$ cat config.mk
export PLATFORM = sky130hd
export DESIGN_NAME = rr_arb_hold_flat
export DESIGN_NICKNAME = d
export VERILOG_FILES = /design/src/rtl/rr_arb_hold_pkg.sv /design/src/rtl/rr_arb_hold_if.sv /design/src/rtl/rr_arb_hold_pick.sv /design/src/rtl/rr_arb_hold.sv /design/src/flat_wrapper.sv
export SDC_FILE = /design/constraint.sdc
export NUM_CORES = 1
export LEC_CHECK = 0
export ABC_AREA = 1
export CORE_UTILIZATION = 56
export DETAILED_ROUTE_END_ITERATION = 8
export HOLD_SLACK_MARGIN = 0.05
export PLACE_DENSITY = 0.82
export SETUP_SLACK_MARGIN = 0.3
export SYNTH_ARGS = -nofsm -noshare
export SYNTH_HDL_FRONTEND = slang
export SYNTH_SLANG_ARGS = --single-unit
$ cat constraint.sdc
create_clock -name ck -period 3.1 [get_ports ck]
set_clock_uncertainty 0.1 [all_clocks]
set_input_delay 0.62 -clock ck [delete_from_list [all_inputs] [get_ports ck]]
set_output_delay 0.62 -clock ck [all_outputs]
set_load 0.02 [all_outputs]
$ cat src/rtl/rr_arb_hold_pkg.sv
// Shared types and constants for the round-robin hold arbiter.
// Holds the FSM state encoding, the clog2 helper and the default sizes.
package rr_arb_pkg;

  typedef enum logic {
    IDLE  = 1'b0,
    GRANT = 1'b1
  } state_t;

  localparam int N_DEF        = 4;
  localparam int MAX_HOLD_DEF = 15;

  // Never returns less than 1 so that derived vectors always exist.
  function automatic int clog2(input int v);
    int r;
    r = 0;
    while ((1 << r) < v) r++;
    return (r < 1) ? 1 : r;
  endfunction

endpackage

$ cat src/rtl/rr_arb_hold_if.sv
// Request/grant bundle between the requesters and the arbiter.
// Optional macro RR_ARB_LOCK_EN adds the lock request line.
interface rr_arb_hold_if
  import rr_arb_pkg::*;
#(
  parameter int N = N_DEF
);

  logic [N-1:0]          req;
`ifdef RR_ARB_LOCK_EN
  logic                  lock;
`endif
  logic [N-1:0]          gnt;
  logic                  busy;
  logic [clog2(N)-1:0]   owner;
  logic                  expire;

  modport master (
    output req,
`ifdef RR_ARB_LOCK_EN
    output lock,
`endif
    input  gnt,
    input  busy,
    input  owner,
    input  expire
  );

  modport slave (
    input  req,
`ifdef RR_ARB_LOCK_EN
    input  lock,
`endif
    output gnt,
    output busy,
    output owner,
    output expire
  );

endinterface

$ cat src/rtl/rr_arb_hold_pick.sv
// Combinational rotating priority encoder: first set request bit
// found scanning from ptr upward, wrapping modulo N.
module rr_pick #(
  parameter int N  = 4,
  parameter int PW = 2
) (
  input  logic [N-1:0]  req,
  input  logic [PW-1:0] ptr,
  output logic          any,
  output logic [PW-1:0] idx
);

  int            j;
  logic [PW-1:0] jj;

  // Scan from the farthest offset down so the nearest set bit wins last.
  always_comb begin
    any = |req;
    idx = ptr;
    j   = 0;
    jj  = '0;
    for (int i = N - 1; i >= 0; i--) begin
      j  = (int'(ptr) + i) % N;
      jj = PW'(j);
      if (req[jj]) idx = jj;
    end
  end

endmodule

$ cat src/rtl/rr_arb_hold.sv
// Round-robin arbiter with registered one-hot grant and bounded hold time.
// Optional macro RR_ARB_LOCK_EN: lock input suppresses the hold timeout.
module rr_arb_hold
  import rr_arb_pkg::*;
#(
  parameter int N        = N_DEF,
  parameter int MAX_HOLD = MAX_HOLD_DEF
) (
  input logic          ck,
  input logic          nrst,
  rr_arb_hold_if.slave bus
);

  localparam int PW = clog2(N);
  localparam int CW = clog2(MAX_HOLD + 1);
  localparam logic [CW-1:0] CNT_LAST = CW'(MAX_HOLD - 1);
  localparam logic [PW-1:0] IDX_LAST = PW'(N - 1);

  state_t        state_q, state_d;
  logic [PW-1:0] ptr_q, ptr_d;
  logic [CW-1:0] cnt_q, cnt_d;
  logic [N-1:0]  gnt_q, gnt_d;
  logic [PW-1:0] owner_q, owner_d;
  logic          expire_q, expire_d;

  logic          pick_any;
  logic [PW-1:0] pick_idx;
  logic          lock_w;
  logic          owner_drop;
  logic          timeout;
  logic [PW-1:0] ptr_after;

`ifdef RR_ARB_LOCK_EN
  assign lock_w = bus.lock;
`else
  assign lock_w = 1'b0;
`endif

  rr_pick #(.N(N), .PW(PW)) u_pick (
    .req (bus.req),
    .ptr (ptr_q),
    .any (pick_any),
    .idx (pick_idx)
  );

  assign owner_drop = ~bus.req[owner_q];
  assign timeout    = (cnt_q == CNT_LAST) && !lock_w;
  assign ptr_after  = (owner_q == IDX_LAST) ? '0 : owner_q + PW'(1);

  always_ff @(posedge ck or negedge nrst) begin
    if (!nrst) begin
      state_q  <= IDLE;
      ptr_q    <= '0;
      cnt_q    <= '0;
      gnt_q    <= '0;
      owner_q  <= '0;
      expire_q <= 1'b0;
    end else begin
      state_q  <= state_d;
      ptr_q    <= ptr_d;
      cnt_q    <= cnt_d;
      gnt_q    <= gnt_d;
      owner_q  <= owner_d;
      expire_q <= expire_d;
    end
  end

  always_comb begin
    state_d = state_q;
    unique case (state_q)
      IDLE:    if (pick_any) state_d = GRANT;
      GRANT:   if (owner_drop || timeout) state_d = IDLE;
      default: state_d = IDLE;
    endcase
  end

  // A drop takes precedence over a coincident timeout, so no expire then.
  always_comb begin
    gnt_d    = '0;
    owner_d  = owner_q;
    cnt_d    = cnt_q;
    ptr_d    = ptr_q;
    expire_d = 1'b0;
    unique case (state_q)
      IDLE: begin
        if (pick_any) begin
          gnt_d[pick_idx] = 1'b1;
          owner_d         = pick_idx;
          cnt_d           = '0;
        end
      end
      GRANT: begin
        if (owner_drop) begin
          ptr_d = ptr_after;
        end else if (timeout) begin
          ptr_d    = ptr_after;
          expire_d = 1'b1;
        end else begin
          gnt_d = gnt_q;
          if (cnt_q != CNT_LAST) cnt_d = cnt_q + CW'(1);
        end
      end
      default: ;
    endcase
  end

  assign bus.gnt    = gnt_q;
  assign bus.busy   = |gnt_q;
  assign bus.owner  = owner_q;
  assign bus.expire = expire_q;

endmodule

$ cat src/flat_wrapper.sv
// flat-port wrapper written by rule: the top's interface ports become plain ports
module rr_arb_hold_flat import rr_arb_pkg::*;
#(
  parameter int N        = N_DEF,
  parameter int MAX_HOLD = MAX_HOLD_DEF
)
  (ck, nrst, bus_req, bus_gnt, bus_busy, bus_owner, bus_expire);
  rr_arb_hold_if #(.N(N)) bus_i ();
  input logic ck;
  input logic nrst;
  input wire logic [$bits(bus_i.req)-1:0] bus_req;
  output wire logic [$bits(bus_i.gnt)-1:0] bus_gnt;
  output wire logic [$bits(bus_i.busy)-1:0] bus_busy;
  output wire logic [$bits(bus_i.owner)-1:0] bus_owner;
  output wire logic [$bits(bus_i.expire)-1:0] bus_expire;
  assign bus_i.req = bus_req;
  assign bus_gnt = bus_i.gnt;
  assign bus_busy = bus_i.busy;
  assign bus_owner = bus_i.owner;
  assign bus_expire = bus_i.expire;
  rr_arb_hold #(.N(N), .MAX_HOLD(MAX_HOLD)) u_core (.ck(ck), .nrst(nrst), .bus(bus_i));
endmodule
## After elaboration in Yosys (flattened, before gate mapping)

Cells that the tools add are included.

- Register bits after elaboration: 14
- Logic and storage cells: 70
- Output and inout port bits: 8
- Input port bits: 6

- Equality and inequality tests: 9
- Mux-type cells: 34
- $lt $le $gt $ge: 7
- Add/sub/neg operators: 5
- Bitwise gates (word level): 2
- Reduce and logical (&&, ||, !) cells: 7

Operator list:

| operator | number |
|---|---|
| two-way mux 4 bit | 7 |
| less-than comparator 2 x 3 -> 1 bit (second input constant) | 6 |
| one-hot mux 4 bit (2 select lines) | 2 |
| two-way mux 2 bit | 7 |
| two-way mux 1 bit | 11 |
| binary-select mux 1 bit (select 2 bit) | 5 |
| OR reduction 4 bit | 2 |
| inequality test 2 bit (second input constant) | 3 |
| adder 2 x 1 -> 2 bit (second input constant) | 2 |
| adder 2 bit (second input constant) | 2 |
| adder 4 x 1 -> 4 bit (second input constant) | 1 |
| == test 4 bit (second input constant) | 1 |
| inequality test 2 x 1 -> 1 bit (second input constant) | 2 |
| inequality test 4 bit (second input constant) | 1 |
| AND reduction 2 bit | 2 |
| AND reduction 4 bit | 1 |
| inequality test 3 bit (second input constant) | 1 |
| demux 1 bit (select 2 bit) | 1 |
| == test 2 bit (second input constant) | 1 |
| >= comparator 2 x 1 -> 1 bit (second input constant) | 1 |
| inverter 1 bit | 2 |
| one-hot mux 1 bit (2 select lines) | 1 |
| logical AND 1 bit | 1 |
| logical OR 1 bit | 1 |

## Depth between registers and ports, before layout

Gate-level depths: netlist of the first run.

- Depth in word-level cells: 13
- Depth in mapped cells: 13
- Gate-level depth less buffers: 12

## Modules after synthesis

From an unflattened synthesis of the first run, not the netlist that was laid out.

- Cells, all modules: 133
- Area total of the unflattened synthesis: 920.9 um2

Modules (own cells, without submodules):

| module | seq. area each (um2) | cells each | area an instance (um2) | times used |
|---|---|---|---|---|
| rr_arb_hold | 350.3 | 83 | 703.2 | 1 |
| rr_pick | 0.0 | 50 | 217.7 | 1 |

## Least setup slack after synthesis of the first run

Ideal clock, no wire load.

- Kind: reg-to-output
- Start point: register u_core.gnt_q[1] (netlist: u_core.bus.gnt[1])
- End point: output bus_busy
- Arrival: 1096 ps
- Path slack: 1284 ps
- Path buffers: 0
- Required time: 2380 ps
- Stages on the path, launching flop included: 2
- Cells stage by stage: dfrtp_1 > or4_1

- Cells in the longest elaborated chain, start to end: 1

Ends and longest elaborated chain:

| what | RTL line | source |
|---|---|---|
| start: declaration | rr_arb_hold.sv:22 | `logic [N-1:0] gnt_q, gnt_d;` |
| start signal: assignment | rr_arb_hold.sv:62 | `gnt_q <= gnt_d;` |
| OR reduction 4 bit | rr_arb_hold.sv:108 | `assign bus.busy = \|gnt_q;` |
| end: declaration | flat_wrapper.sv:13 | `output wire logic [$bits(bus_i.busy)-1:0] bus_busy;` |

Every way passes these cells.

## Worst setup path in the final report of the first run

Same ends and word-level chain as after synthesis.

==> results of run 1 <==
[area by class of cell]
| class | count | share of cell area |
|---|---|---|
| clock buffers | 4 | 0.0330 |
| inverters | 17 | 0.0649 |
| multi-input cells | 93 | 0.446 |
| flip-flops and latches | 14 | 0.319 |
| well taps | 16 | 0.0182 |
| repair buffers | 13 | 0.118 |
[sequential cells by signal, indices dropped and copies added (netlist names)]
| register | count |
|---|---|
| u_core.bus.expire | 1 |
| u_core.ptr_q | 2 |
| u_core.bus.gnt | 4 |
| u_core.state_q | 1 |
| u_core.cnt_q | 4 |
| u_core.bus.owner | 2 |
[through the flow]
stage | setup WS (ns) | hold slack (ns)
2_1_floorplan | 1.28 | 0.224
3_3_place_gp | 0.958 | 0.379
3_5_place_dp | 0.928 | 0.389
4_1_cts | 0.622 | 0.409
5_1_grt | 0.584 | 0.438
6_report | 0.635 | 0.411
[power breakdown]
group / internal, W / switching [W] / total, W
combinational: 0.000268 / 0.000433 / 0.000701
clock: 0.0000715 / 0.0000631 / 0.000135
sequential: 0.000245 / 0.0000888 / 0.000334
total: 0.000585 / 0.000585 / 0.00117
[logic make-up (layout without fill, tap and decap cells)]
logic type	after synthesis	count (layout)	share of synthesized area
xor+xnor	1	1	0.00949
buf+inv	18	34	0.0894
fa+ha+maj	3	3	0.0407
simple gates	80	80	0.423
compound gates	9	9	0.0583
flops	14	14	0.379
[worst paths after layout]
kind / from / cells after the start / slack (ns) / to
max in group asynchronous: nrst / 1 / 1.89 / u_core.bus.gnt[1]
min: u_core.bus.gnt[1] / 2 / 0.41 / u_core.bus.gnt[1]
max: u_core.bus.gnt[1] / 2 / 0.63 / bus_busy
max reg2reg: u_core.ptr_q[0] / 11 / 1.42 / u_core.bus.gnt[3]
min in group asynchronous: nrst / 1 / 0.60 / u_core.bus.expire
min reg2reg: u_core.bus.gnt[1] / 2 / 0.41 / u_core.bus.gnt[1]
[worst max-delay path, stage by stage (launching register included)]
cell and delay (ns):
dfrtp_1 0.40, or4_1 0.52, clkdlybuf4s50_1 0.55
[layout by cell type (no fill, tap or decap)]
| cell type | Yosys | routed |
|---|---|---|
| nand2_2 | 13 | 13 |
| or4_1 | 1 | 1 |
| inv_2 | 3 | 3 |
| a21boi_2 | 1 | 1 |
| clkbuf_4 | 0 | 3 |
| a21oi_1 | 2 | 2 |
| nand2_1 | 43 | 43 |
| nor3b_1 | 1 | 1 |
| dfrtp_1 | 14 | 14 |
| o21ai_1 | 1 | 1 |
| inv_1 | 13 | 13 |
| inv_8 | 1 | 1 |
| nand4_1 | 3 | 3 |
| ha_1 | 3 | 3 |
| clkbuf_8 | 0 | 1 |
| nand3_4 | 1 | 1 |
| nand3_2 | 1 | 1 |
| clkdlybuf4s50_1 | 0 | 13 |
| o21ai_0 | 4 | 4 |
| o31ai_1 | 1 | 1 |
| xor2_1 | 1 | 1 |
| nor3_1 | 1 | 1 |
| nand3_1 | 11 | 11 |
| nor2_1 | 3 | 3 |
| and2_4 | 1 | 1 |
| nor2_2 | 1 | 1 |
[cells in the mapped netlist]
master and count:
a21boi_2 1, a21oi_1 2, and2_4 1, buf_6 1, dfrtp_1 14, ha_1 3, inv_1 13, inv_2 3
inv_8 1, nand2_1 43, nand2_2 13, nand3_1 11, nand3_2 1, nand3_4 1, nand4_1 3, nor2_1 3
nor2_2 1, nor3_1 1, nor3b_1 1, o21ai_0 4, o21ai_1 1, o31ai_1 1, or4_1 1, xor2_1 1
[metal layers]
| layer | track usage | vias to the layer above | routed length, um | part of all wire |
|---|---|---|---|---|
| li1 | - | 429 | - | - |
| met1 | 0.303 | 406 | 816 | 0.43 |
| met2 | 0.455 | 7 | 1010 | 0.53 |
| met3 | 0.0129 | 4 | 22 | 0.012 |
| met4 | 0.150 | 0 | 48 | 0.025 |
| met5 | 0 | - | 0 | 0 |
==> results by group, run 1 <==
Worst setup path
  • Critical Path Source Type: flip-flop
  • CP arrival: 1.75 ns
  • Crit path capture type: primary output
  • Critical setup path kind: reg -> out
  • Crit-path max FO: 3
  • Critical Path RT: 2.38 ns

Place
  • Dpl hpwl: 1530 um
  • Placed cells: 153
  • GP Congestion: 0.824
  • IO buf count: 13
  • Placed Area: 1060 um2

Timing
  • # setup viols final: 0
  • Slew @ Worst Pin: 0.606 ns
  • Setup TNS: 0 ns
  • Maximum clock frequency: 0.406 GHz
  • Final hold viol count: 0
  • Slew Limit Fails: 0
  • RSZ-0062 raised after global routing: no
  • Tcrit/Tclk final: 0.795
  • Slew headroom: 0.594
  • Final Critical Period: 2.47 ns

Finish
  • Non-Filler Instances: 157
  • Register Area: 350 um2
  • Layout area overhead: 19.0%
  • Filler cell count: 137
  • Layout Nets: 151
  • Fraction of layout cells with a size suffix above 1: 0.184
  • Post-route cell area: 1100 um2
  • # diodes: 0
  • Post-layout util: 0.721
  • Area of the multi-input gates: 490 um2

Routing
  • Vias: 846
  • Final wirelength: 1900 um
  • Remaining antenna violation count: 0
  • DRC violations left: 0
  • Drt pass-1 iters: 4
  • DR vias/cell: 5.39
  • Wire per inst: 12.1 um
  • Iter 0 DRT Violations: 14

Logic synthesis
  • Mapped Cells: 125
  • Synth area leader: dfrtp_1
  • Top cells by area, synth: dfrtp_1 (38%), nand2_1 (17%), nand2_2 (8.8%)
  • Netlist Area Pre-Place: 923 um2
  • Number of synthesized register bits: 14
  • Post-Syn Nets: 134
  • Syn Area/Cell: 7.39 um2
  • Seq/Total Area, Yosys: 0.379
  • Yosys warns: 0
  • Post-synth cell types: 24
  • Share of the synthesized area in the top cell type: 0.379

Clock network
  • # clock sinks: 14
  • H-tree levels: 1
  • Setup repair bufs after CTS: 0
  • Hold buffer count at cts: 0
  • CTS tree: yes
  • Max Buffers Root-to-Sink: 2
  • Number of gates resized after CTS: 0
  • Root Buffer: clkbuf_4
  • Cts bufs inserted: 3
  • Clk_lat worst skew: 0.29 ns
  • Worst-path clk slew: 0.08 ns

Power
  • Leakage: 0.589 nW
  • Pwr Total: 0.00117 W
  • Worst vdd ir: 0.666 mV
  • PwrDens: 1060 nW/um2

Global routing
  • First-pass GRT wire length: 3430 um
  • GR Util All Layers: 0.256
  • Initial antenna violation count: 0
  • Vias in the first global route: 805
  • Largest net degree at the start of global routing: 15
  • Total gr overflow: 0

Floorplanning
  • Die Height: 42.6 um
  • Core Region: 1520 um2
  • Die ar.: 1820 um2
  • Die Wd: 42.6 um
  • Initial Util: 0.606
  • # IOs: 14
  • Row count: 14

Run status
  • Status: finished clean

Flow run
  • Max Cap Viol: 0

Worst hold path
  • Class of the worst hold path: reg -> reg
Power figures use the tool's default switching activity.
==> inputs of run 2 (changes only) <==
--- a/config.mk
+++ b/config.mk
@@ -6,10 +6,10 @@
 export NUM_CORES = 1
 export LEC_CHECK = 0
 export ABC_AREA = 1
-export CORE_UTILIZATION = 56
+export CORE_UTILIZATION = 52
 export DETAILED_ROUTE_END_ITERATION = 8
 export HOLD_SLACK_MARGIN = 0.05
-export PLACE_DENSITY = 0.82
+export PLACE_DENSITY = 0.77
 export SETUP_SLACK_MARGIN = 0.3
 export SYNTH_ARGS = -nofsm -noshare
 export SYNTH_HDL_FRONTEND = slang
==> constraint.sdc (replaced) <==
create_clock -name ck -period 2.5 [get_ports ck]
set_clock_uncertainty 0.1 [all_clocks]
set_input_delay 0.5 -clock ck [delete_from_list [all_inputs] [get_ports ck]]
set_output_delay 0.5 -clock ck [all_outputs]
set_load 0.02 [all_outputs]
==> run 2 against run 1 <==
Effect of this change: global-route usage fell by 3.3 points; largest power group unchanged; sequential power is 24% higher; clock power increased by 19%; sequential share of layout area about the same; hold slack worse by 0.0045 ns.
==> results by group, run 2 (same netlist as run 1, synthesis figures left out) <==
Timing
  • Final Critical Period: 2.11 ns
  • # setup viols final: 0 (unchanged)
  • Maximum clock frequency: 0.474 GHz
  • Tcrit/Tclk final: 0.845
  • RSZ-0062 raised after global routing: no
  • Setup TNS: 0 ns (unchanged)
  • Slew Limit Fails: 0 (unchanged)
  • Final hold viol count: 0 (unchanged)
  • Hold_ws: 0.407 ns (-0.00455 ns)
  • Slew @ Worst Pin: 0.640 ns (+0.0333 ns)
  • Slew headroom: 0.572 (-0.0223)

Worst setup path
  • Slowest cell delay on critical path: 0.50 ns (-0.05 ns)
  • Worst path slowest cell: or4_1
  • Critical Path Source Type: flip-flop
  • Critical path startpoint: u_core.bus.gnt[1]
  • Critical setup path kind: reg -> out
  • Crit path cell chain: or4_1, dlygate4sd2_1
  • CP arrival: 1.51 ns (-0.24 ns)
  • Crit-path max FO: 3 (unchanged)
  • Crit path capture type: primary output
  • Critical Path RT: 1.90 ns (-0.48 ns)
  • CP bufs+invs: 1 (unchanged)
  • FF-to-FF Start: u_core.ptr_q[0]
  • Worst path top cell family by delay: simple AND/OR/NAND/NOR gates

Floorplanning
  • Initial Util: 0.586 (-0.0202)
  • # IOs: 14 (unchanged)
  • Row count: 14 (unchanged)
  • Die Height: 44.1 um (+3.6%)
  • Core Region: 1580 um2 (+3.4%)
  • Die Wd: 44.1 um (+3.6%)
  • Die ar.: 1950 um2 (+7.3%)

Routing
  • Iter 0 DRT Violations: 16 (+2)
  • Drt pass-1 iters: 6 (+2)
  • DRC violations left: 0 (unchanged)
  • Wire per inst: 11.6 um (-4.5%)
  • DR vias/cell: 5.24 (-2.8%)
  • Vias: 822 (-2.8%)
  • Remaining antenna violation count: 0 (unchanged)
  • Final wirelength: 1820 um (-4.5%)

Worst hold path
  • Class of the worst hold path: reg -> reg
  • Min-delay src: u_core.bus.gnt[3]

Global routing
  • Largest net degree at the start of global routing: 15 (unchanged)
  • Initial antenna violation count: 0 (unchanged)
  • GR Util All Layers: 0.223 (-0.0333)
  • Total gr overflow: 0 (unchanged)
  • First-pass GRT wire length: 3160 um (-7.8%)
  • Vias in the first global route: 760 (-5.6%)

Finish
  • Non-Filler Instances: 157 (unchanged)
  • Most frequent cells in the layout: nand2_1 (43), dfrtp_1 (14), inv_1 (13), nand2_2 (13), clkdlybuf4s50_1 (12)
  • Layout area overhead: 18.8%
  • Layout Nets: 151 (unchanged)
  • # diodes: 0 (unchanged)
  • Commonest non-fill, non-tap cell in the layout: nand2_1
  • Fraction of layout cells with a size suffix above 1: 0.184 (unchanged)
  • Filler cell count: 139 (+1.5%)

Clock network
  • Hold buffer count at cts: 0 (unchanged)
  • Max Buffers Root-to-Sink: 2 (unchanged)
  • Setup repair bufs after CTS: 0 (unchanged)
  • CTS tree: yes
  • # clock sinks: 14 (unchanged)
  • Root Buffer: clkbuf_4
  • H-tree levels: 1 (unchanged)
  • Worst-path clk slew: 0.09 ns (about the same)
  • Clk_lat worst skew: 0.28 ns (about the same)
  • Cts bufs inserted: 3 (unchanged)

Power
  • Leakage: 0.591 nW (+0.29%)
  • Share of power burned in registers: 0.291 (+0.006)
  • Logic pwr share: 0.595 (-0.005)
  • Switching power: 0.000703 W (+20%)
  • Switching Fraction: 0.496 (-0.00462)
  • PwrDens: 1290 nW/um2 (+21%)
  • Clk pwr share: 0.114 (about the same)
  • Worst vdd ir: 1.02 mV (+53%)
  • Pint: 0.000715 W (+22%)

Place
  • IO buf count: 13 (unchanged)
  • GP Congestion: 0.937 (+14%)
  • Dpl hpwl: 1390 um (-9.3%)
  • Placed cells: 153 (unchanged)

Run status
  • Status: finished clean

Flow run
  • Max Cap Viol: 0 (unchanged)
## run 2: cell types whose count changed in the layout (fill, tap and decap cells not counted), sizes merged
cell / delta
dlygate4sd2: +1
clkdlybuf4s50: -1
## run 2: per-stage QoR
step / worst slack [ns] / total power (W) / area, um2 / util
global route: 0.343 / 0.00156 / 1100 / 0.696
floorplan: 0.804 / 0.00107 / 923 / -
finish: 0.389 / 0.00142 / 1100 / 0.696
CTS: 0.383 / 0.00143 / 1100 / 0.696
detailed placement: 0.423 / 0.00127 / 1060 / 0.674
global placement: 0.480 / 0.00125 / 1060 / 0.674
## run 2: final cells by class
cell class / instances / area, um2 / area share
Tap cell: 16 / 20.0 / 0.0182
Multi-Input combinational cell: 93 / 490 / 0.447
Sequential cell: 14 / 350 / 0.319
Timing Repair Buffer: 13 / 129 / 0.117
Inverter: 17 / 71.3 / 0.0650
Clock buffer: 4 / 36.3 / 0.0331
## run 2: worst min-delay path, cell delays in order (launching register included)
cell and delay (ns):
dfrtp_1 0.36, nand2_1 0.06, nand2_1 0.06
## run 2: repair_timing
action,in CTS,in global routing
hold endpoints to repair,0,0
setup endpoints to repair,1,0
resized for setup,1,0
## run 2: worst paths after layout
kind	slack [ns]	endpoint	cells after the start
max reg2reg	0.85	u_core.bus.owner[0]	11
max in group asynchronous	1.38	u_core.ptr_q[1]	1
min reg2reg	0.41	u_core.bus.gnt[3]	2
min in group asynchronous	0.51	u_core.bus.gnt[2]	1
max	0.39	bus_busy	2
min	0.41	u_core.bus.gnt[3]	2
## run 2: metal layers
layer,track usage,vias up,share of wire
li1,-,429,-
met5,0,-,0
met4,0.0727,0,0.0061
met1,0.301,368,0.48
met2,0.359,23,0.47
met3,0.0490,2,0.041
## run 2: power groups by stage
stage,combinational [W],clock [W],sequential (W)
4_1_cts,0.000849,0.000166,0.000412
5_1_grt,0.000957,0.000175,0.000429
2_1_floorplan,0.000656,0,0.000409
3_5_place_dp,0.000852,0,0.000415
3_3_place_gp,0.000835,0,0.000413
6_report,0.000844,0.000161,0.000413
